[config.mk]
export PLATFORM = sky130hd
export DESIGN_NAME = snake_head_stepper_flat
export DESIGN_NICKNAME = d
export VERILOG_FILES = /design/src/rtl/snake_head_stepper_pkg.sv /design/src/rtl/snake_head_stepper_if.sv /design/src/rtl/snake_head_stepper_dir_queue.sv /design/src/rtl/snake_head_stepper.sv /design/src/flat_wrapper.sv
export SDC_FILE = /design/constraint.sdc
export NUM_CORES = 1
export LEC_CHECK = 0
export BUFFER_PORTS_ARGS = -buffer_cell sky130_fd_sc_hd__buf_4
export CORE_ASPECT_RATIO = 1.25
export CORE_MARGIN = 3
export CORE_UTILIZATION = 50
export CTS_BUF_LIST = sky130_fd_sc_hd__clkbuf_8
export DETAILED_ROUTE_END_ITERATION = 8
export HOLD_SLACK_MARGIN = 0.02
export PLACE_DENSITY = 0.72
export SKIP_CTS_REPAIR_TIMING = 1
export SLEW_MARGIN = 20
export SYNTH_ARGS = -nofsm -noshare
export SYNTH_HDL_FRONTEND = slang
export SYNTH_SLANG_ARGS = --single-unit
export TNS_END_PERCENT = 30
[constraint.sdc]
create_clock -name clk50 -period 2.85 [get_ports clk50]
set_clock_uncertainty 0.2 [all_clocks]
set_input_delay 0.1425 -clock clk50 [delete_from_list [all_inputs] [get_ports clk50]]
set_output_delay 0.1425 -clock clk50 [all_outputs]
set_load 0.1 [all_outputs]
[src/rtl/snake_head_stepper_pkg.sv]
// Shared encodings and helpers for the snake head stepper and its direction queue.
package snake_head_stepper_pkg;

  localparam logic [1:0] DIR_UP    = 2'd0;
  localparam logic [1:0] DIR_DOWN  = 2'd1;
  localparam logic [1:0] DIR_LEFT  = 2'd2;
  localparam logic [1:0] DIR_RIGHT = 2'd3;

  localparam logic [1:0] SPEED_SLOW = 2'd0;
  localparam logic [1:0] SPEED_HALF = 2'd1;
  localparam logic [1:0] SPEED_FAST = 2'd2;

  typedef enum logic [1:0] {
    WAIT_START = 2'd0,
    RUN        = 2'd1,
    OVER       = 2'd2
  } state_t;

  function automatic logic is_onehot(input logic [3:0] v);
    return (v != 4'd0) && ((v & (v - 4'd1)) == 4'd0);
  endfunction

  // Request bits are {up, down, left, right}; only meaningful when one-hot.
  function automatic logic [1:0] onehot_to_dir(input logic [3:0] v);
    logic [1:0] d;
    d = DIR_RIGHT;
    if (v[3]) d = DIR_UP;
    else if (v[2]) d = DIR_DOWN;
    else if (v[1]) d = DIR_LEFT;
    return d;
  endfunction

  function automatic logic [1:0] opposite(input logic [1:0] d);
    return {d[1], ~d[0]};
  endfunction

endpackage

[src/rtl/snake_head_stepper_if.sv]
// Player direction request channel into the snake head stepper.
interface snake_head_stepper_if;
  logic [3:0] dir_req;
  logic       dir_req_valid;

  modport master (output dir_req, output dir_req_valid);
  modport slave  (input dir_req, input dir_req_valid);
endinterface

[src/rtl/snake_head_stepper_dir_queue.sv]
// Two-entry FIFO of pending headings; drops duplicates, reversals and malformed requests.
module snake_head_stepper_dir_queue
  import snake_head_stepper_pkg::*;
(
  input  logic       clk,
  input  logic       reset,
  input  logic       push_en,
  input  logic       filter_en,
  input  logic       req_valid,
  input  logic [3:0] req,
  input  logic       pop,
  input  logic [1:0] ref_dir,
  input  logic       has_space,
  output logic [1:0] head,
  output logic [1:0] tail,
  output logic       empty,
  output logic       full,
  output logic       push
);

  logic [1:0] mem [2];
  logic [1:0] count;
  logic [1:0] count_after_pop;
  logic [1:0] req_dir;
  logic       do_pop;

  assign empty           = (count == 2'd0);
  assign full            = (count == 2'd2);
  assign head            = mem[0];
  assign tail            = full ? mem[1] : mem[0];
  assign do_pop          = pop && !empty;
  assign count_after_pop = count - {1'b0, do_pop};
  assign req_dir         = onehot_to_dir(req);

  assign push = push_en && req_valid && is_onehot(req) && has_space &&
                (!filter_en || ((req_dir != ref_dir) && (req_dir != opposite(ref_dir))));

  // A push landing in slot 0 during a pop must win over the shift, so it comes last.
  always_ff @(posedge clk) begin
    if (reset) begin
      count  <= 2'd0;
      mem[0] <= DIR_RIGHT;
      mem[1] <= DIR_RIGHT;
    end else begin
      if (do_pop) mem[0] <= mem[1];
      if (push) mem[count_after_pop[0]] <= req_dir;
      count <= count_after_pop + {1'b0, push};
    end
  end

endmodule

[src/rtl/snake_head_stepper.sv]
// Advances the snake head one cell per selected speed tick and ends the game on collisions.
module snake_head_stepper
  import snake_head_stepper_pkg::*;
#(
  parameter int GRID_W  = 32,
  parameter int GRID_H  = 24,
  parameter int X_W     = 5,
  parameter int Y_W     = 5,
  parameter int START_X = 16,
  parameter int START_Y = 12,
  parameter int WRAP    = 0
) (
  input  logic                 clk50,
  input  logic                 reset,
  input  logic                 tick_slow,
  input  logic                 tick_half,
  input  logic                 tick_fast,
  input  logic [1:0]           speed_sel,
  snake_head_stepper_if.slave  req_bus,
  input  logic                 pause,
  input  logic                 self_hit,
  output logic [X_W-1:0]       head_x,
  output logic [Y_W-1:0]       head_y,
  output logic [1:0]           dir,
  output logic                 step,
  output logic                 gameOver
);

  state_t         state, state_next;
  logic [X_W-1:0] x_next, x_moved;
  logic [Y_W-1:0] y_next, y_moved;
  logic [1:0]     dir_next, new_dir, q_head, q_tail, ref_dir;
  logic           step_next, sel_tick, do_step, pop, push;
  logic           q_empty, q_full, at_edge;

  always_comb begin
    case (speed_sel)
      SPEED_SLOW: sel_tick = tick_slow;
      SPEED_HALF: sel_tick = tick_half;
      default:    sel_tick = tick_fast;
    endcase
  end

  assign do_step  = (state == RUN) && !pause && sel_tick;
  assign pop      = do_step && !q_empty;
  assign new_dir  = pop ? q_head : dir;
  assign ref_dir  = q_empty ? dir : q_tail;
  assign gameOver = (state == OVER);

  // Before the game starts there is no heading to reverse, so any clean request may start it.
  snake_head_stepper_dir_queue u_queue (
    .clk       (clk50),
    .reset     (reset),
    .push_en   (state != OVER),
    .filter_en (state == RUN),
    .req_valid (req_bus.dir_req_valid),
    .req       (req_bus.dir_req),
    .pop       (pop),
    .ref_dir   (ref_dir),
    .has_space (!q_full || pop),
    .head      (q_head),
    .tail      (q_tail),
    .empty     (q_empty),
    .full      (q_full),
    .push      (push)
  );

  always_comb begin
    x_moved = head_x;
    y_moved = head_y;
    at_edge = 1'b0;
    case (new_dir)
      DIR_UP: begin
        at_edge = (head_y == '0);
        y_moved = at_edge ? Y_W'(GRID_H - 1) : head_y - Y_W'(1);
      end
      DIR_DOWN: begin
        at_edge = (head_y == Y_W'(GRID_H - 1));
        y_moved = at_edge ? '0 : head_y + Y_W'(1);
      end
      DIR_LEFT: begin
        at_edge = (head_x == '0);
        x_moved = at_edge ? X_W'(GRID_W - 1) : head_x - X_W'(1);
      end
      default: begin
        at_edge = (head_x == X_W'(GRID_W - 1));
        x_moved = at_edge ? '0 : head_x + X_W'(1);
      end
    endcase
  end

  always_comb begin
    state_next = state;
    x_next     = head_x;
    y_next     = head_y;
    dir_next   = dir;
    step_next  = 1'b0;
    case (state)
      WAIT_START: if (push) state_next = RUN;
      RUN: begin
        if (do_step) begin
          dir_next = new_dir;
          if (at_edge && (WRAP == 0)) begin
            state_next = OVER;
          end else begin
            x_next    = x_moved;
            y_next    = y_moved;
            step_next = 1'b1;
          end
        end
        if (self_hit) state_next = OVER;
      end
      OVER: state_next = OVER;
      default: state_next = WAIT_START;
    endcase
  end

  always_ff @(posedge clk50) begin
    if (reset) begin
      state  <= WAIT_START;
      head_x <= X_W'(START_X);
      head_y <= Y_W'(START_Y);
      dir    <= DIR_RIGHT;
      step   <= 1'b0;
    end else begin
      state  <= state_next;
      head_x <= x_next;
      head_y <= y_next;
      dir    <= dir_next;
      step   <= step_next;
    end
  end

endmodule
[src/flat_wrapper.sv]
// flat-port wrapper written by rule: the top's interface ports become plain ports
module snake_head_stepper_flat import snake_head_stepper_pkg::*;
#(
  parameter int GRID_W  = 32,
  parameter int GRID_H  = 24,
  parameter int X_W     = 5,
  parameter int Y_W     = 5,
  parameter int START_X = 16,
  parameter int START_Y = 12,
  parameter int WRAP    = 0
)
  (clk50, reset, tick_slow, tick_half, tick_fast, speed_sel, pause, self_hit, head_x, head_y, dir, step, gameOver, req_bus_dir_req, req_bus_dir_req_valid);
  snake_head_stepper_if req_bus_i ();
  input  logic clk50;
  input  logic reset;
  input  logic tick_slow;
  input  logic tick_half;
  input  logic tick_fast;
  input  logic [1:0] speed_sel;
  input  logic pause;
  input  logic self_hit;
  output logic [X_W-1:0] head_x;
  output logic [Y_W-1:0] head_y;
  output logic [1:0] dir;
  output logic step;
  output logic gameOver;
  input wire logic [$bits(req_bus_i.dir_req)-1:0] req_bus_dir_req;
  input wire logic [$bits(req_bus_i.dir_req_valid)-1:0] req_bus_dir_req_valid;
  assign req_bus_i.dir_req = req_bus_dir_req;
  assign req_bus_i.dir_req_valid = req_bus_dir_req_valid;
  snake_head_stepper #(.GRID_W(GRID_W), .GRID_H(GRID_H), .X_W(X_W), .Y_W(Y_W), .START_X(START_X), .START_Y(START_Y), .WRAP(WRAP)) u_core (.clk50(clk50), .reset(reset), .tick_slow(tick_slow), .tick_half(tick_half), .tick_fast(tick_fast), .speed_sel(speed_sel), .req_bus(req_bus_i), .pause(pause), .self_hit(self_hit), .head_x(head_x), .head_y(head_y), .dir(dir), .step(step), .gameOver(gameOver));
endmodule
# == Word-level counts from Yosys, hierarchy flattened ==
# Memory sizes are Yosys's and may differ from the RTL's.
# Index checks and enable logic that the tools add are counted.
# classes
addsub,7
n_eq_ne,14
mux,32
bitwise,7
n_reduce_logical,32
# op_table
cell,n
$mux W2,11
$mux W5,4
$pmux W5 S2,2
$mux W1,12
$add A5 B1 Y5 const B,2
$eq A5 B5 Y1 const B,2
$logic_and A1 B1 Y1,10
$logic_not A5 Y1,2
$sub A5 B1 Y5 const B,2
$logic_not A2 Y1,4
$reduce_and A4 Y1,2
$eq A2 B1 Y1 const B,3
$eq A2 B2 Y1 const B,3
$ne A3 B2 Y1 const B,2
$pmux W2 S3,1
$not A1 Y1,5
$and A4 B4 Y4,1
$logic_not A1 Y1,4
$logic_not A4 Y1,1
$ne A2 B2 Y1,2
$ne A2 B2 Y1 const B,2
$reduce_bool A4 Y1,1
$reduce_or A2 Y1,2
$sub A4 B1 Y4 const B,1
10 further kinds,11
# totals
register_bits,17
mem_bits_rw,4
out_inout_bits,14
n_memories,1
# mem_list
name,words,word_bits,read_ports,rd_ports_with_merged_regs,write_ports,line_no,rtl
u_core.u_queue.mem,2,2,2,0,2,snake_head_stepper_dir_queue.sv:21,logic [1:0] mem [2];

# == Depth between registers and ports, before layout ==
# Gate-level depths: netlist of run 1.
# depth
depth_word,13
depth_mapped,9
mapped_depth_nobuf,8

# == Hierarchy ==
# Synthesis of run 1 repeated with hierarchy kept, for this count alone.
# hier_totals
cells_unflattened,190
hier_area_um2,1694.1
# modules_own_cells
module,instances,cells_per_inst,area_per_inst_um2
snake_head_stepper,1,150,1281.2
snake_head_stepper_dir_queue,1,40,412.9

# == Worst setup path before layout of run 1 ==
# Ideal clock, no wire load.
# synth_timing
path_type,register to register
start,register u_core.head_x[0]
end,register u_core.head_x[2]
t_arrival_ns,2.655
required_ns,2.529
slack_ns,-0.126
path_stages_with_launch,9
period_less_slack_ns,2.976
path_cell_list,dfxtp_1 -> inv_1 -> ha_1 -> or4b_2 -> nor2_1 -> mux2i_1 -> nand3_2 -> a211oi_1 -> mux2_2
# synth_between
elab_chain_len,4
elab_cells_between_ends,10
classes_between,add/sub (2); eq/ne (1); mux (4); bitwise (1); reduce/logical (2)
# synth_lines
element,line_no,rtl
start: declaration,snake_head_stepper.sv:22,"output logic [X_W-1:0] head_x,"
start signal: assignment,snake_head_stepper.sv:121,head_x <= X_W'(START_X);
start signal: assignment,snake_head_stepper.sv:127,head_x <= x_next;
branches (longest 4 deep; another with $add A5 B1 Y5),n/a,
# Several ways; the timed one is not identified.
# A chain may end at the register's enable or synchronous reset.

# == Worst setup path in the final report of run 1 ==
# layout_timing
start,register u_core.state[1]
end,register u_core.head_x[1]
# layout_between
elab_chain_len,9
elab_cells_between_ends,14
classes_between,eq/ne (3); mux (3); bitwise (2); reduce/logical (6)
# layout_lines
element,line_no,rtl
start: declaration,snake_head_stepper.sv:29,"state_t state, state_next;"
start signal: assignment,snake_head_stepper.sv:126,state <= state_next;
$eq A2 B1 Y1 *,"snake_head_stepper.sv:44, snake_head_stepper.sv:98",
$logic_and A1 B1 Y1 (2 in series),snake_head_stepper.sv:44,assign do_step = (state == RUN) && !pause && sel_tick;
$logic_and A1 B1 Y1,snake_head_stepper.sv:45,assign pop = do_step && !q_empty;
$mux W2,snake_head_stepper.sv:46,assign new_dir = pop ? q_head : dir;
"$eq A2 B2 Y1, or another cell as far along",snake_head_stepper.sv:72,case (new_dir)
$pmux W1 S3 / $reduce_or A2 Y1 (equally long branches),n/a,
$not A1 Y1 (no line),n/a,
$reduce_and A4 Y1 (no line),n/a,
# Every way passes the cells marked *; elsewhere a longest branch is shown, timed or not.

==> results.cfg, run 1 <==
[setup_path]
cp.depth = 10
required_ns = 2.84
timing.critical_path.from = u_core.state[1]
r2r-end = u_core.head_x[1]
cp_slowest_cell = dfxtp_1
r2r_slack_ns = 0.25
end_kind = register
start_kind = register
cp_top_family = compound AO/OA/AOI/OAI gates
worstPathCellList = inv_1 > ha_1 > nand2b_1 > a2111oi_2 > buf_4 > mux2i_2 > nand3_2 > buf_4 > a311o_1 > a21oi_1
cpPeakStageDelay_ns = 0.31
arrival_ns = 2.59
reg2reg_from = u_core.state[1]
cp_max_fo = 10
path_common_cell = buf_4
crit_path_end = u_core.head_x[1]
crit_type = register to register
r2r.worst_path.cells = 10
cp.buffers_inverters = 3

[layout]
fin_nets = 262
antennaDiodeCount = 0
n_fill_cell = 291
fin_util = 0.6563
area_growth_syn_to_layout_pct = 20.04
fin_area_um2 = 2023
stdcell_count = 273
drive_gt1_frac = 0.2363

[die]
ioPinCount = 28
start_util = 0.5467
core_area_um2 = 3083
die_h_um = 70.91
fp.dieW_um = 57.93
fp.dieArea_um2 = 4108
rows = 22

[timing]
final.min_clock_period_ns = 2.602
slew_headroom = 0.7227
setup_viol = 0
rsz0062_at_grt = no
hold_viol = 0
tightestPinTransition_ns = 0.4055
fin_crit_sh = 0.9130
slew_violations = 0
fin_setup_tns_ns = 0
fmax_mhz = 384.3

[detailed_routing]
drc = 0
wl_met2_um = 2197
vias = 1622
dr.pass1.iters = 7
ant_nets = 0
wl_met3_um = 150
viasPerCell = 5.941
drt-met1-wl_um = 1655
highest_layer = met4
routed_wl_um = 4091
wl_per_cell_um = 14.99
drtIter0Drc = 59

[clock_network]
cts_buffer_depth = 2
root_buffer = clkbuf_8
clock_sinks = 21
cts_tree = yes
htreeDepth = 1
numCtsBuffers = 3
clock_latency_ns = 0.26
clkTransAtPathRegs_ns = 0.08

[synth]
avgSynthCellArea_um2 = 8.343
syn_area_um2 = 1685
synth_top_cell_by_area = dfxtp_1
synth-seq-cells = 21
syn_nets = 226
synth_top_flop_cell = dfxtp_1
yosysTopAreaCellShare = 0.2019
async_flop_share = 0
synthTopCellsByCount = nand2_1 (20), nor2_1 (18), dfxtp_1 (17)
ys_warn_count = 0
synth.most_common_cell = nand2_1
yosysSeqAreaShare = 0.2732
synth_edf_count = 4
synthCells = 202
ys_types = 49
yosys-top-cells-area = dfxtp_1 (20%), ha_1 (7.4%), edfxtp_1 (7.1%)

[power_and_ir_drop]
swShare = 0.3591
p_comb_frac = 0.355
power_uw = 822.9
pwr-share-seq = 0.407
power.internal_uw = 527.4
pwr-share-clk = 0.238
ir_drop_v = 0.0004128
p_per_area_nw_per_um2 = 406.7
p_switching_uw = 295.5
p_leak_nw = 0.8254

[flow_run]
cap_violations = 0

[grt]
grt_pass1_wl_um = 6982
grt_usage = 0.2120
grt_pass1_vias = 1657
grt_max_degree = 22
grt_overflow = 0
antenna_found_initial = 0

[min_path]
hp-class = input port to register

[place]
io_buffers = 27
globalplace.congestion = 0.9594
placed_area_um2 = 1969
dp.cells = 269
dpl.hpwl_um = 3195

[run_status]
outcome = completed
==> power groups by stage <==
stage	logic (mW)	clock network [mW]	registers [mW]
final	0.292	0.196	0.335
after CTS	0.290	0.208	0.335
after floorplan	0.196	0	0.360
after global placement	0.276	0	0.340
after global routing	0.318	0.217	0.337
after detailed placement	0.289	0	0.342
==> through the flow <==
| stage | setup slack, ns | hold slack (ns) |
|---|---|---|
| 2_1_floorplan | 0.09977 | 0.1607 |
| 3_3_place_gp | 0.2648 | 0.2801 |
| 3_5_place_dp | 0.2104 | 0.2870 |
| 4_1_cts | 0.1770 | 0.006575 |
| 5_1_grt | 0.01822 | 0.04015 |
| 6_report | 0.2481 | 0.01205 |
==> sequential cells by signal (all words and copies together) (netlist names) <==
name,flops
u_core.step,1
u_core.head_y,5
u_core.head_x,5
u_core.state,2
u_core.dir,2
u_core.u_queue.count,2
u_core.u_queue.mem,4
==> routing by layer <==
metal / GRT usage / up-vias
met5: 0 / -
met4: 0.08763 / 0
met3: 0.02920 / 7
met2: 0.3957 / 37
met1: 0.2328 / 767
li1: - / 811
==> worst reg2reg max path, cell delays in order, from the launching register on <==
cell and delay [ns]:
dfxtp_1 0.31, inv_1 0.12, ha_1 0.21, nand2b_1 0.10, a2111oi_2 0.28, buf_4 0.26
mux2i_2 0.31, nand3_2 0.12, buf_4 0.17, a311o_1 0.31, a21oi_1 0.14
==> cells in the final DEF (no fill, tap or decap), drive strengths merged, types with 3 or more instances in the layout <==
master	count
buf	34
nand2	20
nor2	19
dfxtp	17
inv	14
mux2i	12
ha	10
nor3	10
a21oi	9
nand3	9
nand2b	6
nor2b	6
mux2	6
xnor2	5
o21ai	4
edfxtp	4
a21o	3
a211o	3
xor2	3
o211ai	3
or3	3
o21bai	3
clkbuf	3
a2111oi	3
==> worst min path at each step <==
| stage | start | to | cells after the start |
|---|---|---|---|
| after floorplan | reset | u_core.dir[0] | 2 |
| after global placement | u_core.head_x[1] | u_core.head_x[1] | 2 |
| after detailed placement | u_core.head_x[1] | u_core.head_x[1] | 2 |
| after CTS | self_hit | u_core.state[0] | 4 |
| after global routing | reset | u_core.head_x[0] | 2 |
| final | self_hit | u_core.state[0] | 4 |
==> area by class of cell <==
class | instances | area (µm²) | area share
multi-input combinational | 163 | 1157 | 0.5720
sequential | 21 | 462.9 | 0.2288
timing repair buffer | 34 | 255.2 | 0.1262
inverter | 15 | 56.30 | 0.02783
tap | 36 | 45.04 | 0.02226
clock buffer | 3 | 41.29 | 0.02041
clock inverter | 1 | 5.005 | 0.002474
==> cells by family after synthesis <==
group	after synthesis	share of synthesized area
AO/OA/AOI/OAI	43	0.1952
XOR/XNOR	8	0.04158
adder cells (fa/ha/maj)	10	0.07424
buffers and inverters	18	0.04454
flip-flops	21	0.2732
multiplexers	18	0.1136
AND/OR/NAND/NOR	84	0.2576
Note: power is estimated with default switching activity, not from simulation.
==> run 2, diff against run 1 <==
- BUFFER_PORTS_ARGS: -buffer_cell sky130_fd_sc_hd__buf_4 -> unset
- DONT_BUFFER_PORTS: unset -> 1
- PLACE_DENSITY: 0.72 -> unset
==> run 2 against run 1 <==
  * Die area is the same
  * Critical path depth fell by 2
  * Cell count is 2.6% lower
  * Flip-flop and latch count unchanged
  * Sequential power grew 1%
  * Utilization down 0.93 points
==> results.cfg, run 2 (synthesized netlist as in run 1, its figures left out) <==
[layout]
layout_commonest_cell = nand2_1
antennaDiodeCount = 0
mostFrequentLayoutCells = nand2_1 (20), buf_4 (19), nor2_1 (18)
stdcell_count = 266
area_growth_syn_to_layout_pct = 18.34
fin_nets = 255
drive_gt1_frac = 0.1739
reg_top3 = u_core.head_x (5), u_core.head_y (5), u_core.u_queue.mem (4)
fin_util = 0.6469

[setup_path]
required_ns = 2.83
end_kind = register
cp.buffers_inverters = 2
r2r.worst_path.cells = 8
start_kind = register
worstPathCellList = inv_1 > ha_1 > nand2b_1 > a2111oi_2 > buf_4 > mux2_2 > or4_4 > a311oi_2
reg2reg_from = u_core.state[1]
cpPeakStageDelay_ns = 0.43
cp_top_family = simple AND/OR/NAND/NOR gates
crit_type = register to register
r2r_slack_ns = 0.17
r2r-end = u_core.head_y[1]
arrival_ns = 2.66
cp_slowest_cell = mux2_2
cp_max_fo = 10

[timing]
tightestPinTransition_ns = 0.9276
fmax_mhz = 372.7
hold_viol = 0
fin_ws_ns = 0.1666
setup_viol = 0
slew_headroom = 0.3808
rsz0062_at_grt = no
fin_setup_tns_ns = 0
fin_crit_sh = 0.9416
slew_violations = 0
final.min_clock_period_ns = 2.683

[power_and_ir_drop]
ir_drop_v = 0.0004123
swShare = 0.3597
p_switching_uw = 293.0
pwr-share-seq = 0.416
pwr-share-clk = 0.244
p_comb_frac = 0.340
p_leak_nw = 0.7888
power.internal_uw = 521.7
power_uw = 814.7
p_per_area_nw_per_um2 = 408.5

[grt]
grt_overflow = 0
antenna_found_initial = 0
grt_usage = 0.2123
grt_pass1_vias = 1604
grt_pass1_wl_um = 6893
grt_max_degree = 22

[clock_network]
clock_latency_ns = 0.26
htreeDepth = 1
root_buffer = clkbuf_8
numCtsBuffers = 3
cts_buffer_depth = 2
clkTransAtPathRegs_ns = 0.08
clock_sinks = 21
cts_tree = yes

[run_status]
outcome = completed

[place]
globalplace.congestion = 0.8672
io_buffers = 0
pre_cts_slack_ns = 0.1509
dp.cells = 254
dpl.hpwl_um = 3162

[die]
start_util = 0.5467
die_h_um = 70.91
core_area_um2 = 3083
fp.dieArea_um2 = 4108
rows = 22
fp.dieW_um = 57.93
ioPinCount = 28

[detailed_routing]
wl_per_cell_um = 15.61
drtIter0Drc = 101
dr.pass1.iters = 4
routed_wl_um = 4153
ant_nets = 0
vias = 1597
drc = 0
viasPerCell = 6.004

[min_path]
whs_endpoint = u_core.state[1]
min_path_cells = 3
min_from = reset
hp-class = input port to register

[flow_run]
cap_violations = 0
[run 2: cell count changes in the layout (fill, tap and decap cells not counted)]
cell / before / now
buf_4: 34 / 19
clkinv_2: 1 / 0
dlygate4sd3_1: 0 / 8
inv_1: 14 / 15
mux2_2: 5 / 6
mux2_4: 1 / 0
mux2i_2: 2 / 1
mux2i_4: 0 / 1
[run 2: worst reg2reg max path: cells and delay by family (launching register included)]
family	cells	cell delay, ns
AND/OR/NAND/NOR	2	0.52
AO/OA/AOI/OAI	2	0.51
multiplexers	1	0.44
buffers and inverters	2	0.41
flip-flops	1	0.32
adder cells (fa/ha/maj)	1	0.21
[run 2: worst max-delay path by stage]
stage                      from                to  slack (ns)  depth (start not counted)
2_1_floorplan  u_core.head_y[0]  u_core.head_y[2]         0.1                          8
3_3_place_gp    u_core.state[1]  u_core.head_x[2]        0.24                          9
3_5_place_dp    u_core.state[1]  u_core.head_x[2]        0.15                          9
4_1_cts         u_core.state[1]  u_core.head_x[2]        0.14                          9
5_1_grt         u_core.state[1]  u_core.head_x[1]      0.0005                         10
6_report        u_core.state[1]  u_core.head_y[1]        0.17                          8
[run 2: stage by stage]
| step | area [µm²] | hold WS, ns |
|---|---|---|
| 6_report | 1994 | 0.04386 |
| 5_1_grt | 1994 | 0.04167 |
| 4_1_cts | 1902 | -0.2738 |
| 3_5_place_dp | 1857 | 0.01229 |
| 3_3_place_gp | 1857 | 0.008016 |
| 2_1_floorplan | 1688 | 0.1607 |
[run 2: cell type report]
class | instances | area [µm²]
tap | 36 | 45.04
timing repair buffer | 27 | 222.7
sequential | 21 | 462.9
inverter | 15 | 56.30
multi-input combinational | 163 | 1162
clock inverter | 1 | 3.754
fill | 280 | 1089
clock buffer | 3 | 41.29
[run 2: routing by layer]
layer | up-vias | GRT usage | wire length [µm]
met4 | 0 | 0.08247 | 85
met5 | - | 0 | 0
met2 | 40 | 0.3794 | 2168
met3 | 9 | 0.02920 | 182
li1 | 796 | - | -
met1 | 752 | 0.2506 | 1716
[run 2: power groups by stage]
stage / Combinational [mW] / Clock, mW / Sequential [mW]
floorplan: 0.196 / 0 / 0.360
global placement: 0.254 / 0 / 0.345
detailed placement: 0.262 / 0 / 0.346
CTS: 0.263 / 0.207 / 0.339
global route: 0.305 / 0.216 / 0.342
finish: 0.277 / 0.199 / 0.339
==> run 3, diff against run 2 <==
- BUFFER_PORTS_ARGS: unset -> -buffer_cell sky130_fd_sc_hd__buf_4
- CAP_MARGIN: unset -> 10
- DONT_BUFFER_PORTS: 1 -> unset
- PLACE_DENSITY: unset -> 0.72
- clock period: 2.85 -> 2.9 ns (I/O delays scaled with it)
==> run 3 against run 2 <==
  * Total power about the same
  * Die area unchanged
  * First-iteration DRC count decreased by 33%
  * Fmax down 2.4%
  * Cell count up 1.9%
  * Non-clock buffer count up 5
  * Combinational power increased by 1%
  * Register-to-register slack worse by 0.02 ns
  * Critical path depth is 1 higher
  * Sequential share of layout area decreased by 0.19 points
  * Setup slack got worse by 0.016 ns
  * Via count grew 1.4%
==> results.cfg, run 3 (synthesized netlist as in run 1, its figures left out) <==
[layout]
fin_util = 0.6506
mostFrequentLayoutCells = buf_4 (32), nand2_1 (20), nor2_1 (18)
antennaDiodeCount = 0
drive_gt1_frac = 0.2255
area_growth_syn_to_layout_pct = 19.01
layout_commonest_cell = buf_4
reg_top3 = u_core.head_x (5), u_core.head_y (5), u_core.u_queue.mem (4)
fin_nets = 260

[grt]
grt_pass1_vias = 1585
met2_usage = 0.3769
grt_pass1_wl_um = 6713
grt_overflow = 0
antenna_found_initial = 0
grt_max_degree = 22
grtUsageMet1 = 0.2348
top_usage_layer = met2
grt_usage = 0.2038
use_met3 = 0.02190

[setup_path]
worstPathCellList = inv_1 > ha_1 > nand2b_1 > a2111oi_2 > buf_4 > mux2i_2 > nand3_2 > a211oi_1 > mux2_2
required_ns = 2.87
crit_type = register to register
r2r.worst_path.cells = 9
r2r-end = u_core.head_x[2]
cp_max_fo = 10
reg2reg_from = u_core.state[1]
r2r_slack_ns = 0.15
arrival_ns = 2.72
cp_slowest_cell = mux2_2
cp.depth = 9
cp.buffers_inverters = 2
end_kind = register
cpPeakStageDelay_ns = 0.36
cp_top_family = multiplexers
start_kind = register

[min_path]
min_path_cells = 2
whs_endpoint = u_core.head_x[1]
hp-class = input port to register
min_from = reset

[die]
fp.dieArea_um2 = 4108
rows = 22
ioPinCount = 28
fp.dieW_um = 57.93
die_h_um = 70.91
core_area_um2 = 3083
start_util = 0.5467

[detailed_routing]
drtIter0Drc = 68
vias = 1620
dr.pass1.iters = 4
routed_wl_um = 4075
drc = 0
ant_nets = 0
viasPerCell = 5.978
wl_per_cell_um = 15.04

[power_and_ir_drop]
p_leak_nw = 0.8067
p_per_area_nw_per_um2 = 406.4
ir_drop_v = 0.0003407

[timing]
final.min_clock_period_ns = 2.750
fin_setup_tns_ns = 0
rsz0062_at_grt = no
slew_headroom = 0.6211
tightestPinTransition_ns = 0.5541
fmax_mhz = 363.7
slew_violations = 0
hold_viol = 0
fin_crit_sh = 0.9481
setup_viol = 0

[clock_network]
clock_latency_ns = 0.27
cts_buffer_depth = 2
clock_sinks = 21
numCtsBuffers = 3
cts_tree = yes
clkTransAtPathRegs_ns = 0.08
root_buffer = clkbuf_8
htreeDepth = 1

[place]
globalplace.congestion = 0.9508
io_buffers = 27
dpl.hpwl_um = 3125

[flow_run]
cap_violations = 0

[run_status]
outcome = completed
[run 3: through the flow]
step	hold slack, ns	setup slack, ns	total power, mW	cell area, µm²	cells
floorplan	0.1632	0.01635	0.5459	1687	202
global route	0.03737	0.01331	0.8539	2006	271
finish	0.001707	0.1505	0.8152	2006	271
detailed placement	0.2959	0.1435	0.6131	1953	267
CTS	0.006405	0.1184	0.8160	2002	271
global placement	0.2844	0.2719	0.6018	1953	267
[run 3: metal layers]
| layer | routed length (µm) | vias up |
|---|---|---|
| met5 | 0 | - |
| met4 | 42 | 0 |
| met3 | 149 | 5 |
| met2 | 2136 | 35 |
| met1 | 1745 | 776 |
| li1 | - | 804 |
[run 3: power by group]
| part | switching [mW] | internal, mW | leakage [nW] | total (mW) |
|---|---|---|---|---|
| sequential | 0.0131 | 0.315 | 0.166 | 0.328 |
| combinational | 0.177 | 0.104 | 0.619 | 0.281 |
| clock | 0.109 | 0.0974 | 0.0217 | 0.206 |
[run 3: area by class of cell]
class                   instances  area, µm²
fillers                       292       1077
inverters                      15      56.30
repair buffers                 32      240.2
clock inverters                 1      7.507
multi-input cells             163       1154
well taps                      36      45.04
clock buffers                   3      41.29
flip-flops and latches         21      461.7
[run 3: worst max path at each step]
stage,from,end,slack (ns)
floorplan,u_core.head_x[1],u_core.head_x[2],0.02
global placement,u_core.state[1],u_core.head_x[2],0.27
detailed placement,u_core.state[1],u_core.head_x[2],0.14
CTS,u_core.state[1],u_core.head_x[2],0.12
global route,u_core.state[1],u_core.head_y[4],0.01
finish,u_core.state[1],u_core.head_x[2],0.15
